## src/rtl/muldiv_seq.sv

```systemverilog
// Iterative RV32M multiply/divide unit: one shift-add or restoring-divide step per
// cycle, operands taken over a start handshake and the result returned over a second one.
module muldiv_seq #(
  parameter int XLEN = 32
) (
  input  logic            clk,
  input  logic            rst,
  input  logic            start_valid,
  output logic            start_ready,
  input  logic [2:0]      op,
  input  logic [XLEN-1:0] in1,
  input  logic [XLEN-1:0] in2,
  output logic            result_valid,
  input  logic            result_ready,
  output logic [XLEN-1:0] result,
  output logic            busy
);
  localparam int CW = $clog2(XLEN);

  localparam logic [2:0] OP_MUL    = 3'b000;
  localparam logic [2:0] OP_MULH   = 3'b001;
  localparam logic [2:0] OP_MULHSU = 3'b010;
  localparam logic [2:0] OP_DIV    = 3'b100;
  localparam logic [2:0] OP_REM    = 3'b110;

  typedef enum logic [1:0] {S_IDLE, S_CALC, S_DONE} state_t;

  function automatic logic [XLEN-1:0] neg_if(input logic n, input logic [XLEN-1:0] v);
    return n ? -v : v;
  endfunction

  // Divide-by-zero and signed-overflow results that bypass the iterative core.
  function automatic logic [XLEN-1:0] special_result(input logic is_rem, input logic div0,
                                                     input logic [XLEN-1:0] dividend);
    if (div0) return is_rem ? dividend : '1;
    return is_rem ? '0 : dividend;
  endfunction

  state_t            r_state, w_state_nxt;
  logic [CW-1:0]     r_cnt;
  logic [2:0]        r_op;
  logic              r_neg_q, r_neg_r;
  logic [XLEN-1:0]   r_opnd;
  logic [2*XLEN-1:0] r_acc;
  logic [XLEN-1:0]   r_result;

  logic              w_accept, w_s1, w_s2, w_sign1, w_sign2;
  logic              w_div0, w_ovf, w_special, w_qbit;
  logic [XLEN-1:0]   w_mag1, w_mag2, w_rem_nxt, w_final;
  logic [XLEN:0]     w_sum, w_shrem, w_trial;
  logic [2*XLEN-1:0] w_acc_nxt, w_prod;

  assign w_accept  = (r_state == S_IDLE) && start_valid;
  assign w_s1      = (op == OP_MULH) || (op == OP_MULHSU) || (op == OP_DIV) || (op == OP_REM);
  assign w_s2      = (op == OP_MULH) || (op == OP_DIV) || (op == OP_REM);
  assign w_sign1   = w_s1 && in1[XLEN-1];
  assign w_sign2   = w_s2 && in2[XLEN-1];
  assign w_mag1    = neg_if(w_sign1, in1);
  assign w_mag2    = neg_if(w_sign2, in2);
  assign w_div0    = op[2] && (in2 == '0);
  assign w_ovf     = ((op == OP_DIV) || (op == OP_REM)) &&
                     (in1 == {1'b1, {(XLEN-1){1'b0}}}) && (in2 == '1);
  assign w_special = w_div0 || w_ovf;

  // Multiply: acc = {partial high, remaining multiplier bits}, shifted right each step.
  assign w_sum     = {1'b0, r_acc[2*XLEN-1:XLEN]} + (r_acc[0] ? {1'b0, r_opnd} : '0);
  // Divide: acc = {remainder, dividend/quotient}, shifted left each step.
  assign w_shrem   = r_acc[2*XLEN-1:XLEN-1];
  assign w_trial   = w_shrem - {1'b0, r_opnd};
  assign w_qbit    = ~w_trial[XLEN];
  assign w_rem_nxt = w_qbit ? w_trial[XLEN-1:0] : w_shrem[XLEN-1:0];
  assign w_acc_nxt = r_op[2] ? {w_rem_nxt, r_acc[XLEN-2:0], w_qbit}
                             : {w_sum, r_acc[XLEN-1:1]};
  assign w_prod    = r_neg_q ? -w_acc_nxt : w_acc_nxt;

  always_comb begin
    w_final = w_prod[2*XLEN-1:XLEN];
    if (r_op == OP_MUL)
      w_final = w_prod[XLEN-1:0];
    else if (r_op[2])
      w_final = r_op[1] ? neg_if(r_neg_r, w_acc_nxt[2*XLEN-1:XLEN])
                        : neg_if(r_neg_q, w_acc_nxt[XLEN-1:0]);
  end

  always_ff @(posedge clk) begin
    if (rst) r_state <= S_IDLE;
    else     r_state <= w_state_nxt;
  end

  always_comb begin
    w_state_nxt  = r_state;
    start_ready  = 1'b0;
    result_valid = 1'b0;
    busy         = 1'b1;
    case (r_state)
      S_IDLE: begin
        start_ready = 1'b1;
        busy        = 1'b0;
        if (start_valid) w_state_nxt = w_special ? S_DONE : S_CALC;
      end
      S_CALC: if (r_cnt == '0) w_state_nxt = S_DONE;
      S_DONE: begin
        result_valid = 1'b1;
        if (result_ready) w_state_nxt = S_IDLE;
      end
      default: w_state_nxt = S_IDLE;
    endcase
  end

  always_ff @(posedge clk) begin
    if (rst) begin
      r_cnt    <= '0;
      r_result <= '0;
    end else if (w_accept) begin
      r_cnt <= CW'(XLEN - 1);
      if (w_special) r_result <= special_result(op[1], w_div0, in1);
    end else if (r_state == S_CALC) begin
      if (r_cnt == '0) r_result <= w_final;
      else             r_cnt    <= r_cnt - 1'b1;
    end
  end

  always_ff @(posedge clk) begin
    if (w_accept) begin
      r_op    <= op;
      r_neg_q <= w_sign1 ^ w_sign2;
      r_neg_r <= w_sign1;
      r_opnd  <= op[2] ? w_mag2 : w_mag1;
      r_acc   <= {{XLEN{1'b0}}, (op[2] ? w_mag1 : w_mag2)};
    end else if (r_state == S_CALC) begin
      r_acc <= w_acc_nxt;
    end
  end

  assign result = r_result;

endmodule

```

## config.mk

```make
export PLATFORM = sky130hd
export DESIGN_NAME = muldiv_seq
export DESIGN_NICKNAME = d
export VERILOG_FILES = /design/src/rtl/muldiv_seq.sv
export SDC_FILE = /design/constraint.sdc
export NUM_CORES = 1
export LEC_CHECK = 0
export BUFFER_PORTS_ARGS = -buffer_cell sky130_fd_sc_hd__buf_2
export CORE_ASPECT_RATIO = 0.7
export CORE_MARGIN = 2
export CORE_UTILIZATION = 40
export CTS_BUF_LIST = sky130_fd_sc_hd__clkbuf_4 sky130_fd_sc_hd__clkbuf_8
export CTS_CLUSTER_SIZE = 20
export DETAILED_ROUTE_END_ITERATION = 16
export GPL_TIMING_DRIVEN = 1
export PLACE_DENSITY_LB_ADDON = 0.12
export SLEW_MARGIN = 5
export SYNTH_ARGS = -nofsm -noshare
export SYNTH_HDL_FRONTEND = slang
export SYNTH_SLANG_ARGS = --single-unit
```

## constraint.sdc

```tcl
create_clock -name clk -period 6.6 [get_ports clk]
set_input_delay 0 -clock clk [delete_from_list [all_inputs] [get_ports clk]]
set_output_delay 0 -clock clk [all_outputs]
set_load 0.01 [all_outputs]
```

Word level (Yosys, flattened, before mapping)
Index checks and enable logic that the tools add are counted.
{ "classes": {"n_addsub": 8, "n_shift": 0, "bitwise": 2, "mul": 0, "reduce_logical": 22, "eq_ne": 13, "n_div": 0, "muxes": 38, "n_lt_le_gt_ge": 0} }
{ "op_table": {"columns": ["op", "n"], "rows": [
  ["two-way mux 32 bit", 21],
  ["two-way mux 64 bit", 2],
  ["negation 32 bit", 4],
  ["equality test 32 bit, second input constant", 2],
  ["negation 64 bit", 1],
  ["adder 32 x 32 -> 33 bit", 1],
  ["subtractor 33 x 32 -> 33 bit", 1],
  ["logical NOT 32 bit", 1],
  ["two-way mux 5 bit", 3],
  ["two-way mux 2 bit", 4],
  ["!= test 2 bit, second input constant", 4],
  ["logical OR 1 bit", 7],
  ["two-way mux 1 bit", 7],
  ["equality test 3 bit, second input constant", 2],
  ["logical AND 1 bit", 6],
  ["one-hot mux 2 bit (3 select lines)", 1],
  ["AND reduction 3 bit", 2],
  ["logical NOT 5 bit", 1],
  ["subtractor 5 x 1 -> 5 bit, second input constant", 1],
  ["nonzero test 2 bit", 2],
  ["equality test 3 x 1 -> 1 bit, second input constant", 1],
  ["equality test 3 x 2 -> 1 bit, second input constant", 1],
  ["logical NOT 3 bit", 1],
  ["equality test 2 x 1 -> 1 bit, second input constant", 1],
  ["6 further kinds", 6]
]} }
{ "word_totals": {"rom_bits": 0, "reg_bits": 140, "mem_bits_rw": 0, "inputBits": 71, "mem_count": 0, "latch_bits": 0} }

Depth between registers and ports, before layout
Gate-level depths: netlist of the first run.
{ "depth": {"ltp_word": 11, "ltp_mapped": 24, "ltp_nobuf": 21} }

Worst setup path before layout of the first run
OpenSTA, ideal clock, no wires.
{ "synth_path": {"path_kind": "flip-flop to flip-flop", "start": "register r_op[2]", "end": "register r_result[20] (netlist: result[20])", "path_slack_ns": 1.634, "synth_period_minus_slack_ns": 4.966, "t_arrival_ns": 4.881, "path_stages_with_launch": 19, "setup_ns": 0.086, "path_cell_list": "edfxtp_1 -> buf_2 -> buf_2 -> clkbuf_1 -> clkbuf_1 -> buf_2 -> buf_2 -> buf_1 -> mux2i_1 -> ha_1 -> nor4b_1 -> nand4_1 -> or3_1 -> clkbuf_1 -> or4_1 -> o21ai_0 -> xnor2_1 -> o221ai_1 -> a211oi_1"} }
{ "synth_between": {"elab_chain_len": 9} }
{ "synth_rtl": {"columns": ["item", "line", "text"], "rows": [
  ["from (decl)", "41", "logic [2:0] r_op;"],
  ["from (signal assigned)", "125", "r_op <= op;"],
  ["two-way mux 64 bit", "72", "assign w_acc_nxt = r_op[2] ? {w_rem_nxt, r_acc[XLEN-2:0], w_qbit}"],
  ["negation 32 bit", "29", "return n ? -v : v;"],
  ["two-way mux 32 bit", "29", null],
  ["two-way mux 32 bit", "81", "w_final = r_op[1] ? neg_if(r_neg_r, w_acc_nxt[2*XLEN-1:XLEN])"],
  ["two-way mux 32 bit", "80", "else if (r_op[2])"],
  ["two-way mux 32 bit (*)", "78", "if (r_op == OP_MUL)"],
  ["two-way mux 32 bit (*)", "118", "if (r_cnt == '0) r_result <= w_final;"],
  ["two-way mux 32 bit (*)", "117", "end else if (r_state == S_CALC) begin"],
  ["two-way mux 32 bit (*)", "114", "end else if (w_accept) begin"],
  ["to (signal assigned)", "116", "if (w_special) r_result <= special_result(op[1], w_div0, in1);"],
  ["to (signal assigned)", "118", null],
  ["to (decl)", "45", "logic [XLEN-1:0] r_result;"]
]} }
Every way passes the cells marked *; elsewhere a longest branch is shown, timed or not. The select of a mux whose other input is x is not followed.
A chain may end at the register's enable or synchronous reset.

Worst setup path after layout of the first run
{ "layout_path": {"start": "register r_acc[31]", "end": "register r_result[20] (netlist: result[20])"} }
{ "layout_between": {"elab_chain_len": 11} }
{ "layout_rtl": {"columns": ["item", "line", "text"], "rows": [
  ["from (decl)", "44", "logic [2*XLEN-1:0] r_acc;"],
  ["from (signal assigned)", "129", "r_acc <= {{XLEN{1'b0}}, (op[2] ? w_mag1 : w_mag2)};"],
  ["from (signal assigned)", "131", "r_acc <= w_acc_nxt;"],
  ["subtractor 33 x 32 -> 33 bit", "69", "assign w_trial = w_shrem - {1'b0, r_opnd};"],
  ["two-way mux 32 bit / inverter 1 bit (equally long branches)", "71, 70", null],
  ["two-way mux 64 bit (*)", "72", null],
  ["negation 32 bit", "29", null],
  ["two-way mux 32 bit", "29", null],
  ["two-way mux 32 bit", "81", null],
  ["two-way mux 32 bit", "80", null],
  ["two-way mux 32 bit (*)", "78", null],
  ["two-way mux 32 bit (*)", "118", null],
  ["two-way mux 32 bit (*)", "117", null],
  ["two-way mux 32 bit (*)", "114", null]
]} }
Marked as above.

==> flow_summary_export.csv, run 1 <==
group,metric,value,unit
status,status,"complete, no violations",
clock_tree,cts-root-buf,"clkbuf_8",
job,drv_cap,0,
floorplanning,design.core.area,38700,um^2
sta,rsz0062_at_grt,"false",
floorplanning,boundaryPins,106,
synthesis,synth.distinct_cells,102,
routing,routed_wl,65500,um
synthesis,yosysSeqAreaShare,22.0,%
synthesis,synthArstFlopShare,0,%
clock_tree,cts_sinks,140,
synthesis,avgSynthCellArea,7.62,um^2
placement,dp.final_hpwl,51300,um
floorplanning,die-area,41300,um^2
global_routing,gr-total-overflow,0,
synthesis,syn_inst,2082,
cells_and_area,mostFrequentLayoutCells,"nor2_1, a21oi_1, nand2_1",
synthesis,synth-edff-count,69,
sta,clock.fmax,163,MHz
clock_tree,clock_latency,510,ps
cells_and_area,nNetsFinal,2294,
clock_tree,cts_tree,"yes",
sta,setup_tns,0,ps
power,leakage,0.00695,uW
power,p_per_area,346,nW/um^2
power,power.share.clock,13.0,%
worst_setup_path,crit_path_end_kind,"flop",
sta,slew_headroom,20.4,%
routing,drt-pass1-iter-count,6,
worst_setup_path,cp_max_fo,9,
min_path,hold_class,"input pin to flop",
synthesis,synthFlopType,"dfxtp_1",
clock_tree,post_cts_buffers,0,
floorplanning,num_rows,60,
floorplanning,initial_core_util,40.9,%
synthesis,yosys_register_bits,140,
routing,drt_iter0_drc,2149,
cells_and_area,stdcell_count,2691,
placement,place_congestion,1.03,
clock_tree,clock_path_buffers,2,
power,p_sw,3200,uW
sta,post-route-period-util,93.1,%
clock_tree,cts_max_level,4,
sta,tightest_slew,1160,ps
routing,viasPerCell,6.34,
placement,dpl_worst_slack,694,ps
placement,io_buffers,105,
power,combPwrFrac,65.4,%
cells_and_area,area_growth,10.4,%
clock_tree,path_clk_slew,90,ps
cells_and_area,final_common_cell,"nor2_1",
global_routing,grtUsageTotal,31.1,%
routing,num_vias,17048,
synthesis,syn-num-nets,2226,
sta,hold_viol,0,
sta,clock-skew-final,16.0,ps
worst_setup_path,arrival,6570,ps
synthesis,synth.top_cell.area_share,13.1,%
global_routing,antenna_found_initial,2,
power,seq_power_share,21.6,%
synthesis,yosysTopAreaCell,"edfxtp_1",
floorplanning,die-height,171,um
power,swShare,52.8,%
routing,drtAntennaViolNets,0,
clock_tree,cts_buffers,17,
global_routing,grt_pass1_wl,97500,um
floorplanning,die_w,242,um
synthesis,syn_area,15900,um^2
routing,wl_per_cell,24.4,um
global_routing,grt_max_degree,104,
worst_setup_path,critPathRequiredTime,7020,ps
power,peakVddDrop,0.000200,V
worst_setup_path,worstSetupStartpointType,"flop",
sta,slew_viol_final,0,
synthesis,yosys_warnings,0,
sta,post-route-min-period,6140,ps
synthesis,synth_area_leaders,"edfxtp_1, dfxtp_1, a21oi_1",
power,p_int,2860,uW
routing,post-route-drc-count,0,
global_routing,first_global_vias,15344,
placement,dpl.cell_count,2640,
worst_setup_path,crit_type,"flop to flop",
sta,setup_violations,0,
sta,setup_ws,455,ps
cells_and_area,drive_above_1_share,11.4,%
==> synthesized netlist by cell type (all sizes together), types with 40 or more instances <==
cell type and n:
ha 71, xor2 76, edfxtp 69, nor3 76, nor2 209, mux2i 89, o21ai 140, nand2 199
a21oi 209, nand3 40, clkbuf 82, inv 80, dfxtp 71, xnor2 98
==> flip-flops by register name, indices dropped and copies added, names as in the netlist <==
name     flops
r_acc       64
r_opnd      32
result      32
r_cnt        5
r_op         3
r_state      2
r_neg_q      1
r_neg_r      1
==> per-layer routing <==
metal	track usage, %	wire length (um)	share of wire, %	up-vias
met5	0	0	0	-
met4	7.46	1220	1.9	0
met3	5.96	6010	9.2	56
met2	43.9	26700	41	781
met1	47.7	31600	48	8280
li1	-	-	-	7931
==> final timing paths <==
path,start,endpoint,slack (ps),cells past startpoint
worst max register to register,r_acc[31],result[20],460,19
worst min-delay path,in2[31],r_opnd[31],50,3
worst min register to register,result[11],result[11],460,2
worst max-delay path,r_acc[31],result[20],460,19
==> per-stage QoR <==
step	power [uW]	util, %	cell area (um^2)	hold WS, ps
global route	6440	45.2	17500	35.4
finish	6050	45.2	17500	47.2
global placement	5130	43.7	16900	291
detailed placement	5150	43.7	16900	294
floorplan	3970	-	15900	98.9
CTS	5960	45.2	17500	40.2
==> cell type report <==
class / count / area (um^2)
Fill cell: 4037 / 21200
Multi-Input combinational cell: 1743 / 11600
Sequential cell: 140 / 3490
Timing Repair Buffer: 167 / 1050
Tap cell: 527 / 659
Inverter: 81 / 304
Clock buffer: 17 / 234
Clock inverter: 15 / 171
Antenna cell: 1 / 2.50
==> power groups by stage <==
stage | Combinational (uW) | Sequential, uW | Clock (uW)
floorplan | 2730 | 1240 | 0
global placement | 3810 | 1320 | 0
detailed placement | 3830 | 1320 | 0
CTS | 3860 | 1300 | 796
global route | 4290 | 1320 | 828
finish | 3960 | 1310 | 788
==> logic make-up after synthesis <==
family	after synthesis	share of synthesized area (%)
AND/OR/NAND/NOR	700	21.3
buffers and inverters	199	5.02
AO/OA/AOI/OAI	674	28.4
XOR/XNOR	174	9.61
adder cells (fa/ha/maj)	95	7.24
flip-flops	140	22.0
multiplexers	100	6.40
==> worst max-delay path, cell delays in order, from the launching register on <==
cell	delay [ps]
edfxtp_1	410
inv_1	60
ha_1	200
fa_1	410
nand2b_1	180
a21oi_1	420
o21a_1	280
o211a_1	280
o21ai_2	80
nand3_1	150
a21boi_0	360
ha_1	280
nor4b_1	560
nand4_1	400
or3_1	650
or4_1	550
o21ai_0	230
xnor2_1	150
o221ai_1	140
a211oi_1	260
==> what timing repair did <==
item / 4_1_cts / 5_1_grt
hold endpoints to repair: 19 / 0
gates resized for setup: 0 / 0
hold buffers: 18 / 0
Note: power is estimated with default switching activity, not from simulation.
==> inputs of run 2 (changes only) <==
CORE_UTILIZATION = 30   (was 40)
==> run 2 against run 1 <==
Clock skew rose by 11 ps. Routed wire length is 8.9% higher. Hold slack got worse by 43 ps. Clock power shrank 2.8%. Sequential power barely moved. Total power increased by 0.10%. Critical path type unchanged. Utilization is 11 points lower. Critical endpoint is now result[28]. Critical path depth rose by 3. Highest routed layer unchanged. Combinational power about the same. Die area up 33%. Register-to-register slack worse by 160 ps. Final area grew 0.92%.
==> flow_summary_export.csv, run 2 (synthesis gave the netlist of run 1 again) <==
group,metric,value,unit
status,status,"complete, no violations",
cells_and_area,largest_reg_flops,64,
worst_setup_path,crit_buf_inv,3,
global_routing,grt.met2_usage,34.5,%
worst_setup_path,cp_max_fo,5,
placement,place_congestion,0.984,
sta,slew_headroom,18.4,%
clock_tree,cts-root-buf,"clkbuf_8",
floorplanning,die-height,196,um
routing,drt-pass1-iter-count,6,
global_routing,grt.busiest_layer,"met1",
global_routing,grtUsageTotal,25.2,%
power,peakVddDrop,0.000131,V
sta,post-route-min-period,6310,ps
cells_and_area,num-fill-cells,5628,
clock_tree,cts_sinks,140,
cells_and_area,largest-register,"r_acc",
floorplanning,initial_core_util,30.4,%
sta,clock-skew-final,26.9,ps
sta,rsz0062_at_grt,"false",
worst_setup_path,crit_type,"flop to flop",
routing,routed_wl,71300,um
placement,dp.final_hpwl,56400,um
global_routing,grt_use_met1,39.8,%
floorplanning,die-area,54700,um^2
cells_and_area,mostFrequentLayoutCells,"nor2_1, a21oi_1, nand2_1",
clock_tree,holdBufCountCts,15,
clock_tree,cts_tree,"yes",
global_routing,grt_use_met3,5.37,%
routing,post-route-drc-count,0,
clock_tree,clock_path_buffers,2,
clock_tree,cts_buffers,17,
cells_and_area,nNetsFinal,2293,
sta,hold_viol,0,
cells_and_area,area_growth,11.5,%
cells_and_area,drive_above_1_share,11.5,%
clock_tree,post_cts_buffers,0,
sta,setup_violations,0,
sta,post-route-period-util,95.6,%
worst_setup_path,crit_chain,"inv_1, ha_1, fa_1, nand2b_1, a21oi_1, o21a_1, o211a_1, o21ai_2, nand3_1, a21boi_0, ha_1, nor4b_1, buf_4, nand4_1, buf_4, or2_2, nor2_1, nand4_1, a2111o_1, nand4_1, o21ai_1, a211oi_1",
routing,num_vias,17056,
worst_setup_path,crit_path_end_kind,"flop",
worst_setup_path,worstSetupStartpointType,"flop",
cells_and_area,n_antenna_cell,0,
routing,wl_per_cell,25.1,um
sta,clock.fmax,159,MHz
global_routing,grt_pass1_wl,103000,um
clock_tree,cts.repair.resized,0,
job,drv_cap,0,
floorplanning,boundaryPins,106,
floorplanning,num_rows,70,
routing,viasPerCell,5.99,
sta,tightest_slew,1220,ps
power,fin_total_pwr,6060,uW
worst_setup_path,arrival,6730,ps
clock_tree,clock_latency,520,ps
global_routing,gr-total-overflow,0,
power,leakage,0.00694,uW
placement,dpl_worst_slack,558,ps
worst_setup_path,cp_slowest_cell,"a2111o_1",
worst_setup_path,critPathRequiredTime,7030,ps
routing,drt_iter0_drc,1946,
worst_setup_path,critPathMaxStageDelay,520,ps
clock_tree,cts_max_level,4,
worst_setup_path,crit_path_frequent_cell,"nand4_1",
sta,setup_tns,0,ps
global_routing,antenna_found_initial,1,
worst_setup_path,cp_top_family,"compound AO/OA/AOI/OAI gates",
placement,io_buffers,105,
sta,slew_viol_final,0,
sta,setup_ws,292,ps
cells_and_area,final_common_cell,"nor2_1",
floorplanning,design.core.area,52200,um^2
clock_tree,path_clk_slew,90,ps
global_routing,grt_max_degree,73,
routing,drtAntennaViolNets,0,
global_routing,first_global_vias,15464,
power,p_per_area,343,nW/um^2
min_path,hold_class,"input pin to flop",
floorplanning,die_w,279,um
run 2: through the flow:
stage | instance area (um^2) | utilization [%] | std cells | hold slack [ps]
after floorplan | 15900 | - | 2082 | 98.9
after global placement | 17100 | 32.8 | 2798 | 283
after detailed placement | 17100 | 32.8 | 2798 | 289
after CTS | 17700 | 33.8 | 2845 | 5.64
after global routing | 17700 | 33.9 | 2846 | 7.03
final | 17700 | 33.9 | 2846 | 4.05
run 2: per-layer routing:
metal  vias to the layer above  part of all wire, %
met2                       768                   39
met4                         0                  1.4
li1                       7901                    -
met5                         -                    0
met3                        50                  9.4
met1                      8337                   50
run 2: area by class of cell:
class	instances	area [um^2]	area share, %
Multi-Input combinational cell	1743	11600	65.6
Sequential cell	140	3490	19.8
Timing Repair Buffer	166	1040	5.88
Tap cell	684	856	4.84
Inverter	81	304	1.72
Clock buffer	18	241	1.37
Clock inverter	14	146	0.828
run 2: report_power, final:
group / leakage (uW) / switching, uW / total [uW] / internal (uW)
clock: 0.000193 / 426 / 766 / 340
combinational: 0.00550 / 2600 / 3970 / 1370
sequential: 0.00124 / 215 / 1320 / 1110
run 2: worst paths after layout:
kind	startpoint	end	slack (ps)	cells past startpoint
min reg2reg	result[15]	result[15]	490	2
max	r_acc[31]	result[28]	290	22
max reg2reg	r_acc[31]	result[28]	290	22
min	in2[0]	r_opnd[0]	4	3
run 2: tightest hold or removal path: stages:
cell	delay, ps
buf_2	130
nand2_1	50
o21ai_0	170
